**src/rtl/sonar_pkg.sv**
```systemverilog
// Shared types and helpers for the multi-channel sonar ranging controller.
package sonar_pkg;

    typedef enum logic [2:0] {
        IDLE,
        TRIGGER,
        WAIT_ECHO,
        MEASURE,
        REPORT,
        HOLDOFF
    } sonar_state_e;

    localparam int MAX_CH = 8;

    // Round-robin pick: first enabled channel strictly after cur, wrapping; cur if none.
    function automatic logic [2:0] next_ch(input logic [MAX_CH-1:0] mask,
                                           input logic [2:0]        cur,
                                           input int                numCh);
        logic [2:0] pick;
        int         idx;
        pick = cur;
        for (int i = MAX_CH; i >= 1; i--) begin
            if (i <= numCh) begin
                idx = (int'(cur) + i) % numCh;
                if (mask[3'(idx)]) begin
                    pick = 3'(idx);
                end
            end
        end
        return pick;
    endfunction

    // Full-width multiply, shift, then clamp to distW bits (or force all-ones on timeout).
    function automatic logic [31:0] cyc_to_mm(input logic [31:0] cyc,
                                              input int          mul,
                                              input int          shift,
                                              input int          distW,
                                              input logic        timeout);
        logic [63:0] prod;
        logic [63:0] maxVal;
        maxVal = (64'd1 << distW) - 64'd1;
        prod   = (64'(cyc) * 64'(mul)) >> shift;
        if (timeout || (prod > maxVal)) begin
            prod = maxVal;
        end
        return prod[31:0];
    endfunction

endpackage

```
**src/rtl/sonar_echo_sync.sv**
```systemverilog
// Two-flop synchronizer bank bringing the asynchronous echo pins into the clk domain.
module sonar_echo_sync #(
    parameter int WIDTH = 4
) (
    input  logic             clk,
    input  logic             rst,
    input  logic [WIDTH-1:0] echo_i,
    output logic [WIDTH-1:0] echo_o
);

    logic [WIDTH-1:0] stage1_q;
    logic [WIDTH-1:0] stage2_q;

    always_ff @(posedge clk) begin
        if (rst) begin
            stage1_q <= '0;
            stage2_q <= '0;
        end else begin
            stage1_q <= echo_i;
            stage2_q <= stage1_q;
        end
    end

    assign echo_o = stage2_q;

endmodule

```
**src/rtl/sonar_scan_controller.sv**
```systemverilog
// Multi-channel ultrasonic ranging controller: triggers one sensor at a time,
// times its echo and reports the distance in millimetres.
module sonar_scan_controller
    import sonar_pkg::*;
#(
    parameter int NUM_CH           = 4,
    parameter int TRIG_CYC         = 1000,
    parameter int ECHO_TIMEOUT_CYC = 3000000,
    parameter int ECHO_MAX_CYC     = 3000000,
    parameter int HOLDOFF_CYC      = 6000000,
    parameter int DIST_W           = 16,
    parameter int MM_MUL           = 225,
    parameter int MM_SHIFT         = 17,
    localparam int CH_W            = (NUM_CH > 1) ? $clog2(NUM_CH) : 1
) (
    input  logic              clk,
    input  logic              rst,
    input  logic              start,
    input  logic              continuous,
    input  logic [NUM_CH-1:0] ch_mask,
    output logic [NUM_CH-1:0] trig_out,
    input  logic [NUM_CH-1:0] echo_in,
    output logic              busy,
    output logic              dist_valid,
    output logic [CH_W-1:0]   dist_ch,
    output logic [DIST_W-1:0] dist_mm,
    output logic              dist_timeout
);

    localparam int MAX_AB  = (TRIG_CYC > ECHO_TIMEOUT_CYC) ? TRIG_CYC : ECHO_TIMEOUT_CYC;
    localparam int MAX_CD  = (ECHO_MAX_CYC > HOLDOFF_CYC) ? ECHO_MAX_CYC : HOLDOFF_CYC;
    localparam int MAX_CYC = (MAX_AB > MAX_CD) ? MAX_AB : MAX_CD;
    localparam int CNT_W   = $clog2(MAX_CYC + 1);

    localparam logic [CNT_W-1:0] TRIG_LAST    = CNT_W'(TRIG_CYC - 1);
    localparam logic [CNT_W-1:0] TIMEOUT_LAST = CNT_W'(ECHO_TIMEOUT_CYC - 1);
    localparam logic [CNT_W-1:0] ECHO_LIMIT   = CNT_W'(ECHO_MAX_CYC);
    localparam logic [CNT_W-1:0] HOLD_LAST    = CNT_W'(HOLDOFF_CYC - 1);
    localparam logic [CH_W-1:0]  CH_RESET     = CH_W'(NUM_CH - 1);

    sonar_state_e      state_q;
    logic [CNT_W-1:0]  cnt_q;
    logic [CH_W-1:0]   chSel_q;
    logic              echoSel_q;
    logic [NUM_CH-1:0] trig_q;
    logic              busy_q;
    logic              distValid_q;
    logic [CH_W-1:0]   distCh_q;
    logic [DIST_W-1:0] distMm_q;
    logic              distTimeout_q;

    logic [NUM_CH-1:0] echoSync;
    logic [MAX_CH-1:0] maskPad;
    logic [2:0]        curPad;
    logic [CH_W-1:0]   nextCh_d;
    logic [NUM_CH-1:0] nextOneHot_d;
    logic [DIST_W-1:0] mm_d;

    sonar_echo_sync #(
        .WIDTH (NUM_CH)
    ) u_echo_sync (
        .clk    (clk),
        .rst    (rst),
        .echo_i (echo_in),
        .echo_o (echoSync)
    );

    always_comb begin
        maskPad      = MAX_CH'(ch_mask);
        curPad       = 3'(chSel_q);
        nextCh_d     = CH_W'(next_ch(maskPad, curPad, NUM_CH));
        nextOneHot_d = '0;
        nextOneHot_d[nextCh_d] = 1'b1;
        mm_d         = DIST_W'(cyc_to_mm(32'(cnt_q), MM_MUL, MM_SHIFT, DIST_W, 1'b0));
    end

    // The selected echo is registered once more so every state sees a stable,
    // channel-qualified level; this extra stage is part of the fall-to-strobe latency.
    always_ff @(posedge clk) begin
        if (rst) begin
            state_q       <= IDLE;
            cnt_q         <= '0;
            chSel_q       <= CH_RESET;
            echoSel_q     <= 1'b0;
            trig_q        <= '0;
            busy_q        <= 1'b0;
            distValid_q   <= 1'b0;
            distCh_q      <= '0;
            distMm_q      <= '0;
            distTimeout_q <= 1'b0;
        end else begin
            echoSel_q   <= echoSync[chSel_q];
            distValid_q <= 1'b0;
            case (state_q)
                IDLE: begin
                    if ((start || continuous) && (ch_mask != '0)) begin
                        chSel_q <= nextCh_d;
                        trig_q  <= nextOneHot_d;
                        cnt_q   <= '0;
                        busy_q  <= 1'b1;
                        state_q <= TRIGGER;
                    end
                end
                TRIGGER: begin
                    if (cnt_q == TRIG_LAST) begin
                        trig_q  <= '0;
                        cnt_q   <= '0;
                        state_q <= WAIT_ECHO;
                    end else begin
                        cnt_q <= cnt_q + 1'b1;
                    end
                end
                WAIT_ECHO: begin
                    if (echoSel_q) begin
                        cnt_q   <= CNT_W'(1);
                        state_q <= MEASURE;
                    end else if (cnt_q == TIMEOUT_LAST) begin
                        distValid_q   <= 1'b1;
                        distCh_q      <= chSel_q;
                        distMm_q      <= '1;
                        distTimeout_q <= 1'b1;
                        cnt_q         <= '0;
                        state_q       <= REPORT;
                    end else begin
                        cnt_q <= cnt_q + 1'b1;
                    end
                end
                MEASURE: begin
                    if (!echoSel_q) begin
                        distValid_q   <= 1'b1;
                        distCh_q      <= chSel_q;
                        distMm_q      <= mm_d;
                        distTimeout_q <= 1'b0;
                        cnt_q         <= '0;
                        state_q       <= REPORT;
                    end else if (cnt_q == ECHO_LIMIT) begin
                        distValid_q   <= 1'b1;
                        distCh_q      <= chSel_q;
                        distMm_q      <= '1;
                        distTimeout_q <= 1'b1;
                        cnt_q         <= '0;
                        state_q       <= REPORT;
                    end else begin
                        cnt_q <= cnt_q + 1'b1;
                    end
                end
                REPORT: begin
                    cnt_q   <= '0;
                    state_q <= HOLDOFF;
                end
                HOLDOFF: begin
                    if (cnt_q == HOLD_LAST) begin
                        cnt_q <= '0;
                        if (continuous && (ch_mask != '0)) begin
                            chSel_q <= nextCh_d;
                            trig_q  <= nextOneHot_d;
                            state_q <= TRIGGER;
                        end else begin
                            busy_q  <= 1'b0;
                            state_q <= IDLE;
                        end
                    end else begin
                        cnt_q <= cnt_q + 1'b1;
                    end
                end
                default: begin
                    trig_q  <= '0;
                    cnt_q   <= '0;
                    busy_q  <= 1'b0;
                    state_q <= IDLE;
                end
            endcase
        end
    end

    assign trig_out     = trig_q;
    assign busy         = busy_q;
    assign dist_valid   = distValid_q;
    assign dist_ch      = distCh_q;
    assign dist_mm      = distMm_q;
    assign dist_timeout = distTimeout_q;

endmodule

```
**config.mk**
```make
export PLATFORM = sky130hd
export DESIGN_NAME = sonar_scan_controller
export DESIGN_NICKNAME = d
export VERILOG_FILES = /design/src/rtl/sonar_pkg.sv /design/src/rtl/sonar_echo_sync.sv /design/src/rtl/sonar_scan_controller.sv
export SDC_FILE = /design/constraint.sdc
export NUM_CORES = 1
export LEC_CHECK = 0
export ABC_AREA = 1
export CAP_MARGIN = 15
export CORE_MARGIN = 3
export CORE_UTILIZATION = 63
export CTS_BUF_LIST = sky130_fd_sc_hd__clkbuf_2 sky130_fd_sc_hd__clkbuf_4 sky130_fd_sc_hd__clkbuf_8
export DETAILED_ROUTE_END_ITERATION = 12
export MAX_ROUTING_LAYER = met4
export PLACE_DENSITY = 0.86
export SETUP_SLACK_MARGIN = 0.4
export SLEW_MARGIN = 15
export SYNTH_ARGS = -nofsm -noshare
export SYNTH_HDL_FRONTEND = slang
export SYNTH_SLANG_ARGS = --single-unit
```
**constraint.sdc**
```tcl
create_clock -name clk -period 4.23 [get_ports clk]
set_input_delay 0.846 -clock clk [delete_from_list [all_inputs] [get_ports clk]]
set_output_delay 0.846 -clock clk [all_outputs]
set_load 0.03 [all_outputs]
```
---- After elaboration in Yosys (flattened, before gate mapping) ----
Cells that the tools add are included.
cells by class
  bitwise operators ....................... 6
  magnitude comparators ................... 8
  multipliers ............................. 1
  equality and inequality tests ........... 18
  mux-type cells .......................... 71
  add/sub/neg operators ................... 5
  reductions and logical operators ........ 19
operators with widths
  operator                                                          number
  2-to-1 mux 23 bit                                                 7
  case mux 23 bit (5 select lines)                                  1
  2-to-1 mux 16 bit                                                 5
  equality test 23 x 22 -> 1 bit (second input constant)            2
  case mux 16 bit (2 select lines)                                  1
  multiplier 23 x 8 -> 31 bit (second input constant)               1
  adder 23 x 1 -> 23 bit (second input constant)                    1
  equality test 23 x 10 -> 1 bit (second input constant)            1
  equality test 23 bit (second input constant)                      1
  2-to-1 mux 1 bit                                                  22
  2-to-1 mux 2 bit                                                  11
  2-to-1 mux 3 bit                                                  7
  less-than comparator 3 x 5 -> 1 bit (second input constant)       4
  case mux 3 bit (6 select lines)                                   1
  greater-than comparator 14 x 16 -> 1 bit (second input constant)  1
  2-to-1 mux 4 bit                                                  4
  case mux 4 bit (4 select lines)                                   1
  != test 2 bit (second input constant)                             7
  binary-select mux 1 bit (select 3 bit)                            4
  AND reduction 4 bit                                               3
  AND reduction 5 bit                                               2
  case mux 2 bit (2 select lines)                                   2
  OR reduction 2 bit                                                4
  equality test 3 x 2 -> 1 bit (second input constant)              2
  20 further kinds                                                  33
word-level totals
  logic and storage cells ................. 140
  bits in registers ....................... 62
  output and inout port bits .............. 25
  input bits .............................. 12

---- Logic depth before layout (Yosys ltp) ----
Gate-level depths: netlist of run 1.
  word-level depth ........................ 17
  mapped depth ............................ 19
  mapped depth without buffers ............ 19

---- Cells and area by module ----
From an unflattened synthesis of run 1, not the netlist that was laid out.
unflattened totals
  cell total of the unflattened synthesis .. 883
  area, all modules ....................... 6,451.2 um2
by module, submodules not included
  module                 area each (um2)  instances  seq. area each (um2)  cells each
  sonar_scan_controller  6,219.7          1          1,041.0               858
  sonar_echo_sync        231.5            1          160.2                 25

---- Least setup slack after synthesis of run 1 ----
Ideal clock, no wire load.
  path type ............................... register to register
  start ................................... reg cnt_q[10]
  end ..................................... reg distMm_q[10] (netlist: dist_mm[10])
  data required time ...................... 4,121 ps
  buffers on the path ..................... 0
  data arrival time ....................... 3,306 ps
  path slack .............................. 815 ps
  setup time .............................. 109 ps
  stages on the path, launching flop included .. 17
  clock period less this slack ............ 3,415 ps
  path through ............................ dfxtp_1 > inv_1 > fa_1 > inv_1 > ha_1 > fa_1 > ha_1 > ha_1 > nand2_1 > nor2_1 > inv_1 > nor3_1 > nand3_1 > nand4_1 > nand3_1 > nand2_1 > inv_1
between the ends
  longest elaborated chain between the ends .. 5
  elaborated cells between the ends (all ways) .. 10
  those cells by class .................... mul: 1; order compare: 1; eq/ne: 4; mux: 3; reduce/logical: 1
RTL lines
  item                                      line                          RTL
  start: declaration                        sonar_scan_controller.sv:42   logic [CNT_W-1:0] cnt_q;
  start signal: assignment                  sonar_scan_controller.sv:110  cnt_q <= cnt_q + 1'b1;
  start signal: assignment                  sonar_scan_controller.sv:125  cnt_q <= cnt_q + 1'b1;
  start signal: assignment                  sonar_scan_controller.sv:144  cnt_q <= cnt_q + 1'b1;
  multiplier 23 x 8 -> 31 bit               sonar_pkg.sv:42               prod = (64'(cyc) * 64'(mul)) >> shift;
  greater-than comparator 14 x 16 -> 1 bit  sonar_pkg.sv:43               if (timeout || (prod > maxVal)) begin
  2-to-1 mux 16 bit                         sonar_pkg.sv:43
  2-to-1 mux 16 bit                         sonar_scan_controller.sv:129  if (!echoSel_q) begin
  case mux 16 bit (2 select lines)          sonar_scan_controller.sv:94   case (state_q)
  end signal: assignment                    sonar_scan_controller.sv:132  distMm_q <= mm_d;
  end: declaration                          sonar_scan_controller.sv:49   logic [DIST_W-1:0] distMm_q;
Several ways; a longest one is shown, not always the timed one.
A chain may end at the register's enable or synchronous reset.

---- Worst setup path in the final report of run 1 ----
  start ................................... reg cnt_q[11]
  end ..................................... reg distMm_q[8] (netlist: dist_mm[8])
Same word-level chain as after synthesis.

==> metrics.md, run 1 <==
| Metric | Value |
|---|---|
| Commonest cells in the netlist | nand2_1 (174), inv_1 (151), ha_1 (120), nor2_1 (86), dfxtp_1 (60) |
| CP required | 4480 ps |
| Final core occ | 0.750 |
| Synth area leader | ha_1 |
| Dominant synthesized flop cell | dfxtp_1 |
| Crit Path Category | register to register |
| Non-filler cells, final | 1077 |
| Synthesis Warnings | 0 |
| Worst r2r src | cnt_q[11] |
| Max clock buf depth | 2 |
| Yosys reg bits | 60 |
| Die width | 108 um |
| Outcome | finished clean |
| Sequential area share after synthesis | 0.185 |
| Final period utilization | 0.876 |
| Min-delay worst type | register to register |
| Finished Cell Area | 7430 um2 |
| Setup TNS | 0 ps |
| Reg2Reg Depth | 17 |
| Via Count | 5860 |
| Clock Latency Late Sink | 350 ps |
| Seq pwr share | 0.348 |
| Startpoint types | register |
| Worst Hold End | u_echo_sync.echo_o[1] |
| PortBufs | 36 |
| Area of the mapped netlist | 6510 um2 |
| CP arrival | 3960 ps |
| Flop2flop setup slack | 520 ps |
| Gr ovfl total | 0 |
| Clk pwr share | 0.239 |
| Hold path startpoint | u_echo_sync.stage1_q[1] |
| Syn Nets | 1052 |
| Die ar. | 11600 um2 |
| First-pass iteration count of the detailed router | 4 |
| Cells after DPL | 1057 |
| Final Slew Violations | 0 |
| DR iter-0 viols | 355 |
| Leakage | 4.02 nW |
| Count leader, synth | nand2_1 |
| Unrepaired setup endpoints after global routing | yes |
| Die height | 108 um |
| Final setup viols | 0 |
| Peak supply drop | 0.336 mV |
| Max-Cap Viols | 0 |
| Final #Nets | 1109 |
| Via density | 5.44 |
| Achievable Freq | 270 MHz |
| Global-route wire length before repair | 27300 um |
| Avg WL per Cell | 16.0 um |
| Synth unique cells | 38 |
| Antenna cell count | 0 |
| Gr usage total | 0.309 |
| Power per Cell Area | 280 nW/um2 |
| Hold Path Stages | 2 |
| CTS H-tree lvls | 3 |
| Crit end category | register |
| Top cell type's share of synthesized area | 0.231 |
| Vias in the first global route | 5790 |
| TritonCTS sink count | 60 |
| Synthesized area per cell | 7.37 um2 |
| Post-CTS Hold Fix Bufs | 0 |
| WL final | 17200 um |
| Net switching power | 0.000893 W |
| DRT antenna net count | 0 |
| Initial Util | 0.657 |
| Synth async-reset ratio | 0 |
| Largest net degree at the start of global routing | 26 |
| Sw frac | 0.429 |
| Slew @ Worst Pin | 778 ps |
| Comb pwr share | 0.414 |
| Worst reg2reg endpoint | dist_mm[8] |
| Slew margin rel. | 0.481 |
| Mapped Cells | 883 |
| Post-synth EDFFs | 0 |
| Core ar. | 9910 um2 |
| Layout cells sized above 1 | 0.131 |
| Post-layout min period | 3710 ps |
| Row Count | 36 |
| Io pins | 37 |
| CTS clk-pin slew, worst paths | 80 ps |
| DP HPWL | 13200 um |
| Placer Congestion | 0.947 |
| Pint | 0.00119 W |
| # DRC | 0 |
| Top cells by area, synth | ha_1 (23%), dfxtp_1 (18%), fa_1 (11%) |
| Final Skew | 10.0 ps |
| Initial antenna violation count | 0 |
| CTS tree | done |
| Hold Vio Cnt, Final | 0 |
| Root Driver | clkbuf_8 |
| CP Max Fanout | 6 |
| Placed inst area | 7080 um2 |
| CTS buffer count | 9 |
| Layout area overhead | 14.1% |
==> routing by layer <==
layer	up-vias	GRT usage	part of all wire
met5	-	-	0
met4	0	0.124	0.039
met3	55	0.0492	0.043
met2	171	0.529	0.50
met1	2716	0.363	0.42
li1	2918	-	-
==> power by group through the flow <==
stage                     registers [W]  clock network, W  logic, W
after CTS                      0.000723          0.000497  0.000850
after floorplan                0.000805                 0  0.000564
after detailed placement       0.000734                 0  0.000847
after global routing           0.000734          0.000520  0.000959
after global placement         0.000733                 0  0.000833
final                          0.000723          0.000497  0.000861
==> worst max-delay path by stage <==
stage | end | cells past startpoint | slack, ps | startpoint
after detailed placement | dist_mm[10] | 16 | 160 | cnt_q[11]
after CTS | dist_mm[10] | 16 | 420 | cnt_q[11]
final | dist_mm[8] | 17 | 520 | cnt_q[11]
after floorplan | dist_mm[10] | 16 | 810 | cnt_q[10]
after global routing | dist_mm[9] | 19 | 300 | cnt_q[10]
after global placement | dist_mm[10] | 16 | 250 | cnt_q[11]
==> critical path, stage by stage, from the launching register on <==
cell and delay (ps):
dfxtp_4 390, inv_2 100, fa_1 520, inv_1 70
ha_1 340, fa_1 520, ha_1 320, ha_1 330
a21oi_1 220, o21ai_0 150, inv_1 130, nand2_1 60
nand2_1 100, nand3_1 80, nand2_1 60, nand3_1 60
nand3_1 100, inv_1 50
==> layout make-up <==
class	count	area, um2
Multi-Input combinational cell	647	4710
Fill cell	752	2480
Sequential cell	60	1220
Inverter	163	622
Timing Repair Buffer	59	533
Tap cell	133	166
Clock buffer	11	151
Clock inverter	4	25.0
==> what timing repair did <==
item | 4_1_cts | 5_1_grt
endpoints found under the setup margin | 11 | 14
pin swaps | 0 | 4
setup buffers | 0 | 5
resized for setup | 5 | 45
==> cells in the final DEF (no fill, tap or decap), types with 11 or more instances in the layout <==
cell type,instances
xor2_1,11
nand4_1,20
buf_4,23
dfxtp_1,51
nand2_1,172
nand2_2,13
fa_1,37
nor2_2,14
o21ai_0,31
clkbuf_8,11
ha_1,115
nand3_1,49
inv_1,141
clkdlybuf4s50_1,36
nor2_1,79
a21oi_1,38
inv_2,19
==> registers in the layout, indices dropped and copies added, names as in the netlist <==
signal and cells:
state_q 3, dist_valid 1, u_echo_sync.stage1_q 4, trig_out 4
busy 1, dist_mm 15, u_echo_sync.echo_o 4, chSel_q 2
echoSel_q 1, cnt_q 23, dist_ch 2
==> kinds of logic (layout without fill, tap and decap cells) <==
logic type | Yosys count | in the layout | synth area share
AO/OA/AOI/OAI | 102 | 102 | 0.0875
buffers and inverters | 176 | 237 | 0.108
AND/OR/NAND/NOR | 376 | 376 | 0.259
XOR/XNOR | 12 | 12 | 0.0161
flip-flops | 60 | 60 | 0.185
adder cells (fa/ha/maj) | 157 | 157 | 0.344
==> stage by stage <==
stage / power, W / setup slack, ps / hold slack, ps
floorplan: 0.00137 / 815 / 388
global placement: 0.00157 / 252 / 396
detailed placement: 0.00158 / 158 / 392
CTS: 0.00207 / 424 / 402
global route: 0.00221 / 303 / 452
finish: 0.00208 / 523 / 419
No activity file was read; power rests on OpenSTA's default activity.
==> run 2: changes to the inputs <==
Settings changed: PLACE_DENSITY 0.86 to 0.82.
==> run 2 against run 1 <==
  * Largest cell class unchanged
  * Final cell count down 0.28%
  * Fmax down 0.43%
  * Routed wire length unchanged
  * Clock power up 23%
  * Sequential cell count unchanged
  * Cell area up 0.81%
==> metrics.md, run 2 (synthesized netlist as in run 1, its figures left out) <==
| Metric | Value |
|---|---|
| Outcome | finished clean |
| Setup WS post-layout | 507 ps (-16.0 ps) |
| Final Skew | 13.1 ps (+3.09 ps) |
| Final period utilization | 0.880 (+0.00378) |
| Avg WL per Cell | 16.0 um (+0.28%) |
| CP required | 4470 ps (about the same) |
| Most frequent cells in the layout | nand2_1 (168), inv_1 (139), ha_1 (115) |
| Hold Vio Cnt, Final | 0 (unchanged) |
| Die ar. | 11600 um2 (unchanged) |
| Crit Path Category | register to register |
| CTS H-tree lvls | 3 (unchanged) |
| DRT antenna net count | 0 (unchanged) |
| CP Max Fanout | 5 (-1) |
| Unrepaired setup endpoints after global routing | yes |
| CP arrival | 3970 ps (about the same) |
| Slew margin rel. | 0.474 (-0.00644) |
| Achievable Freq | 269 MHz (-0.43%) |
| Clock Latency Late Sink | 360 ps (about the same) |
| Slew @ Worst Pin | 788 ps (+9.66 ps) |
| # DRC | 0 (unchanged) |
| Hold Path Stages | 2 (unchanged) |
| WL final | 17200 um (unchanged) |
| Via Count | 5928 (+1.2%) |
| Core ar. | 9910 um2 (unchanged) |
| Die width | 108 um (unchanged) |
| Layout cells sized above 1 | 0.137 (+0.00573) |
| Vias in the first global route | 5757 (-0.57%) |
| DP HPWL | 13400 um (+1.4%) |
| Gr usage total | 0.312 (+0.00248) |
| Via density | 5.52 (+1.4%) |
| Placer Congestion | 1.01 (+7.1%) |
| Startpoint types | register |
| CTS clk-pin slew, worst paths | 80 ps (about the same) |
| Die height | 108 um (unchanged) |
| CTS buffer count | 9 (unchanged) |
| Initial Util | 0.657 (unchanged) |
| Io pins | 37 (unchanged) |
| Min-delay worst type | register to register |
| Worst r2r src | cnt_q[10] |
| Initial antenna violation count | 0 (unchanged) |
| DR iter-0 viols | 363 (+2.3%) |
| Largest net degree at the start of global routing | 26 (unchanged) |
| Final setup viols | 0 (unchanged) |
| Layout area overhead | 15.1% |
| Final Slew Violations | 0 (unchanged) |
| Post-CTS Hold Fix Bufs | 0 (unchanged) |
| Antenna cell count | 0 (unchanged) |
| Root Driver | clkbuf_8 |
| Power per Cell Area | 295 nW/um2 (+5.3%) |
| Critical path origin | cnt_q[10] |
| CTS tree | done |
| Row Count | 36 (unchanged) |
| Peak supply drop | 0.315 mV (-6.1%) |
| PortBufs | 36 (unchanged) |
| Multi-input combinational cell area | 4760 um2 (+1.0%) |
| Commonest non-fill, non-tap cell in the layout | nand2_1 |
| Final #Nets | 1105 (-0.36%) |
| Gr ovfl total | 0 (unchanged) |
| Filler cells | 731 (-2.8%) |
| Post-layout min period | 3720 ps (+16.0 ps) |
| TritonCTS sink count | 60 (unchanged) |
| Global-route wire length before repair | 27800 um (+1.8%) |
| Crit end category | register |
| Reg2Reg Depth | 16 (-1) |
| Max clock buf depth | 2 (unchanged) |
| Top reg by flops | cnt_q |
| Max reg flops | 23 (unchanged) |
| Hold path startpoint | u_echo_sync.stage1_q[0] |
| Max-Cap Viols | 0 (unchanged) |
| Setup WS pre-CTS | 131 ps (-27.2 ps) |
| Leakage | 4.02 nW (+0.16%) |
| First-pass iteration count of the detailed router | 6 (+2) |
| Reg area | 1210 um2 (-0.41%) |
| Setup TNS | 0 ps (unchanged) |
[run 2: what timing repair did]
item | in CTS | in global routing
hold endpoints to repair | 0 | 0
pin swaps | 0 | 6
buffers inserted | 0 | 5
cloned | 0 | 0
setup endpoints to repair | 11 | 14
resized for setup | 6 | 55
[run 2: final cells by class]
type / instances / area share
Clock inverter: 6 / 0.0115
Clock buffer: 10 / 0.0184
Inverter: 163 / 0.0830
Tap cell: 133 / 0.0222
Multi-Input combinational cell: 647 / 0.635
Timing Repair Buffer: 55 / 0.0672
Sequential cell: 60 / 0.162
[run 2: critical path, cell delays in order, from the launching register on]
cell and delay, ps:
dfxtp_4 380, clkinvlp_4 160, fa_1 570, inv_1 50, ha_1 320, fa_1 480
ha_1 320, ha_4 310, nand2_1 80, nor2_2 230, inv_1 80, o21ai_0 210
nand2_1 100, nand4_1 80, nand3_1 80, nand3_1 100, inv_1 50
[run 2: final timing paths]
kind | to | slack (ps)
setup reg to reg | dist_mm[9] | 510
hold / removal | u_echo_sync.echo_o[0] | 410
setup / recovery | dist_mm[9] | 510
hold reg to reg | u_echo_sync.echo_o[0] | 410
[run 2: metal layers]
layer,up-vias,global-route usage,wire (um)
li1,2906,-,-
met2,204,0.521,8460
met5,-,-,0
met3,55,0.0492,744
met1,2763,0.374,7340
met4,0,0.133,690
[run 2: where the power goes]
part | total, W | leakage (nW) | switching (W) | internal (W)
logic | 0.000876 | 3.42 | 0.000568 | 0.000308
clock network | 0.000609 | 0.113 | 0.000261 | 0.000348
registers | 0.000724 | 0.492 | 0.0000802 | 0.000644
total | 0.00221 | 4.02 | 0.000909 | 0.00130
[run 2: stage by stage]
| step | std cells | hold slack, ps | util | cell area [um2] | total power (W) |
|---|---|---|---|---|---|
| 6_report | 1074 | 406 | 0.756 | 7490 | 0.00221 |
| 2_1_floorplan | 883 | 388 | - | 6510 | 0.00137 |
| 5_1_grt | 1074 | 422 | 0.756 | 7490 | 0.00234 |
| 4_1_cts | 1069 | 407 | 0.735 | 7290 | 0.00220 |
| 3_5_place_dp | 1053 | 397 | 0.711 | 7050 | 0.00160 |
| 3_3_place_gp | 1053 | 395 | 0.711 | 7050 | 0.00157 |
==> run 3: changes to the inputs <==
Settings changed: CORE_UTILIZATION 63 to 50, PLACE_DENSITY 0.82 to 0.67.
==> run 3 against run 2 <==
  * Clock skew is 2.5 ps lower
  * Total power is 1.5% lower
  * Final cell count grew 3.3%
  * First-iteration DRC count decreased by 25%
  * Largest power group unchanged
  * Highest routed layer unchanged
==> metrics.md, run 3 (synthesized netlist as in run 1, its figures left out) <==
| Metric | Value |
|---|---|
| Setup TNS | 0 ps (unchanged) |
| CTS H-tree lvls | 3 (unchanged) |
| CP Max Fanout | 5 (unchanged) |
| DP HPWL | 12600 um (-6.3%) |
| Hold Path Stages | 2 (unchanged) |
| WP buf/inv | 5 (+1) |
| Peak supply drop | 0.143 mV (-55%) |
| Commonest non-fill, non-tap cell in the layout | nand2_1 |
| Reg2Reg Depth | 16 (unchanged) |
| Max-Cap Viols | 0 (unchanged) |
| Core ar. | 12700 um2 (+28%) |
| Flop2flop setup slack | 630 ps (+120 ps) |
| Gr usage total | 0.239 (-0.0728) |
| Final period utilization | 0.852 (-0.0280) |
| Die ar. | 14400 um2 (+24%) |
| Final Skew | 10.6 ps (-2.54 ps) |
| Final Slew Violations | 0 (unchanged) |
| CP required | 4500 ps (+30 ps) |
| Crit path max-delay family | adder cells |
| Slew @ Worst Pin | 879 ps (+91.3 ps) |
| Critical Path Most Common Cell | inv_1 |
| Final #Nets | 1101 (-0.36%) |
| Largest net degree at the start of global routing | 25 (-3.8%) |
| CP arrival | 3870 ps (-100 ps) |
| Post-layout min period | 3600 ps (-118 ps) |
| # DRC | 0 (unchanged) |
| Startpoint types | register |
| DRT antenna net count | 0 (unchanged) |
| Worst Hold End | u_echo_sync.echo_o[2] |
| First-pass iteration count of the detailed router | 5 (-1) |
| Unrepaired setup endpoints after global routing | yes |
| Max reg flops | 23 (unchanged) |
| Io pins | 37 (unchanged) |
| Crit-path slowest cell | fa_1 |
| Gr ovfl total | 0 (unchanged) |
| Via density | 5.04 (-8.6%) |
| Min-delay worst type | register to register |
| Met3 usage in global routing | 0.0415 (-0.00772) |
| CTS tree | done |
| PortBufs | 36 (unchanged) |
| Vias in the first global route | 5696 (-1.1%) |
| Root Driver | clkbuf_8 |
| Initial Util | 0.514 (-0.143) |
| Max clock buf depth | 2 (unchanged) |
| Final core occ | 0.587 (-0.168) |
| Avg WL per Cell | 13.9 um (-13%) |
| Clock Latency Late Sink | 370 ps (about the same) |
| Final setup viols | 0 (unchanged) |
| Leakage | 3.99 nW (-0.74%) |
| Max stage delay on crit path | 560 ps (about the same) |
| Crit Path Category | register to register |
| Layout area overhead | 14.4% |
| TritonCTS sink count | 60 (unchanged) |
| Most frequent cells in the layout | nand2_1 (174), inv_1 (145), ha_1 (114) |
| CP Cell Sequence | inv_1 -> fa_1 -> inv_1 -> ha_1 -> fa_1 -> ha_1 -> ha_2 -> nand2_1 -> inv_1 -> nand2_1 -> o21ai_0 -> inv_1 -> nand3_1 -> nand3_1 -> nand2_1 -> inv_1 |
| Die width | 120 um (+12%) |
| Top reg by flops | cnt_q |
| Worst r2r src | cnt_q[12] |
| Post-CTS Hold Fix Bufs | 0 (unchanged) |
| CTS clk-pin slew, worst paths | 80 ps (about the same) |
| Layout cells sized above 1 | 0.116 (-0.0208) |
| Row Count | 41 (+14%) |
| Power per Cell Area | 292 nW/um2 (-0.92%) |
| Worst reg2reg endpoint | dist_mm[3] |
| Outcome | finished clean |
| DR iter-0 viols | 271 (-25%) |
| Achievable Freq | 277 MHz (+3.3%) |
| Antenna cell count | 0 (unchanged) |
| Placer Congestion | 0.932 (-8.1%) |
| CTS buffer count | 9 (unchanged) |
| Finished Cell Area | 7440 um2 (-0.60%) |
| Via Count | 5593 (-5.7%) |
| Crit end category | register |
| GR Util met2 | 0.392 (-0.129) |
| Initial antenna violation count | 0 (unchanged) |
| M1 GR Usage | 0.303 (-0.0711) |
| Global-route wire length before repair | 27000 um (-3.1%) |
| WL final | 15400 um (-10%) |
| Placed inst area | 7110 um2 (+0.80%) |
| Hold path startpoint | u_echo_sync.stage1_q[2] |
| Die height | 120 um (+12%) |
| Busiest grt layer | met2 |
| Hold Vio Cnt, Final | 0 (unchanged) |
| Slew margin rel. | 0.413 (-0.0609) |
==> run 3: changes by cell type in the layout (fill, tap and decap cells not counted), moves of 3 or more <==
| cell | previous run | this run |
|---|---|---|
| inv_2 | 21 | 17 |
| nand2_2 | 17 | 11 |
| nand2_1 | 168 | 174 |
| inv_1 | 139 | 145 |
| nor2_1 | 78 | 81 |
| buf_4 | 19 | 15 |
| ha_2 | 0 | 3 |
==> run 3: worst max-delay path by stage <==
| stage | to | from | cells after the start |
|---|---|---|---|
| global route | dist_mm[13] | cnt_q[4] | 19 |
| CTS | dist_mm[10] | cnt_q[14] | 16 |
| detailed placement | dist_mm[2] | cnt_q[10] | 16 |
| floorplan | dist_mm[10] | cnt_q[10] | 16 |
| global placement | dist_mm[2] | cnt_q[10] | 16 |
| finish | dist_mm[3] | cnt_q[12] | 16 |
==> run 3: power by group <==
group	internal (W)	switching, W	total (W)	leakage (nW)
logic	0.000304	0.000544	0.000848	3.39
clock network	0.000334	0.000272	0.000606	0.110
registers	0.000643	0.0000775	0.000721	0.492
==> run 3: worst reg2reg max path, cell delays in order (launching register included) <==
cell and delay, ps:
dfxtp_1 340, inv_1 130, fa_1 560, inv_1 50, ha_1 300, fa_1 470
ha_1 310, ha_2 380, nand2_1 130, inv_1 90, nand2_1 60, o21ai_0 220
inv_1 100, nand3_1 100, nand3_1 110, nand2_1 110, inv_1 40
==> run 3: cell type report <==
type	instances	area, um2
fill	1208	5230
multi-input combinational	647	4700
sequential	60	1220
inverter	163	614
timing repair buffer	51	473
tap	172	215
clock buffer	9	124
clock inverter	7	98.8
==> run 3: what timing repair did <==
action	4_1_cts	5_1_grt
hold endpoints to repair	0	0
cloned	0	0
buffers inserted	0	0
setup endpoints to repair	4	14
resized for setup	4	36
==> run 3: through the flow <==
stage / hold WS, ps / std cells / setup WS [ps] / total power (W)
final: 403 / 1109 / 625 / 0.00218
after global placement: 392 / 1093 / 250 / 0.00158
after CTS: 405 / 1109 / 407 / 0.00219
after detailed placement: 394 / 1093 / 276 / 0.00158
after floorplan: 388 / 883 / 815 / 0.00137
after global routing: 418 / 1109 / 370 / 0.00233
==> run 3: metal layers <==
metal / vias to the layer above / share of wire
li1: 2900 / -
met1: 2590 / 0.46
met2: 83 / 0.48
met3: 20 / 0.038
met4: 0 / 0.014
met5: - / 0
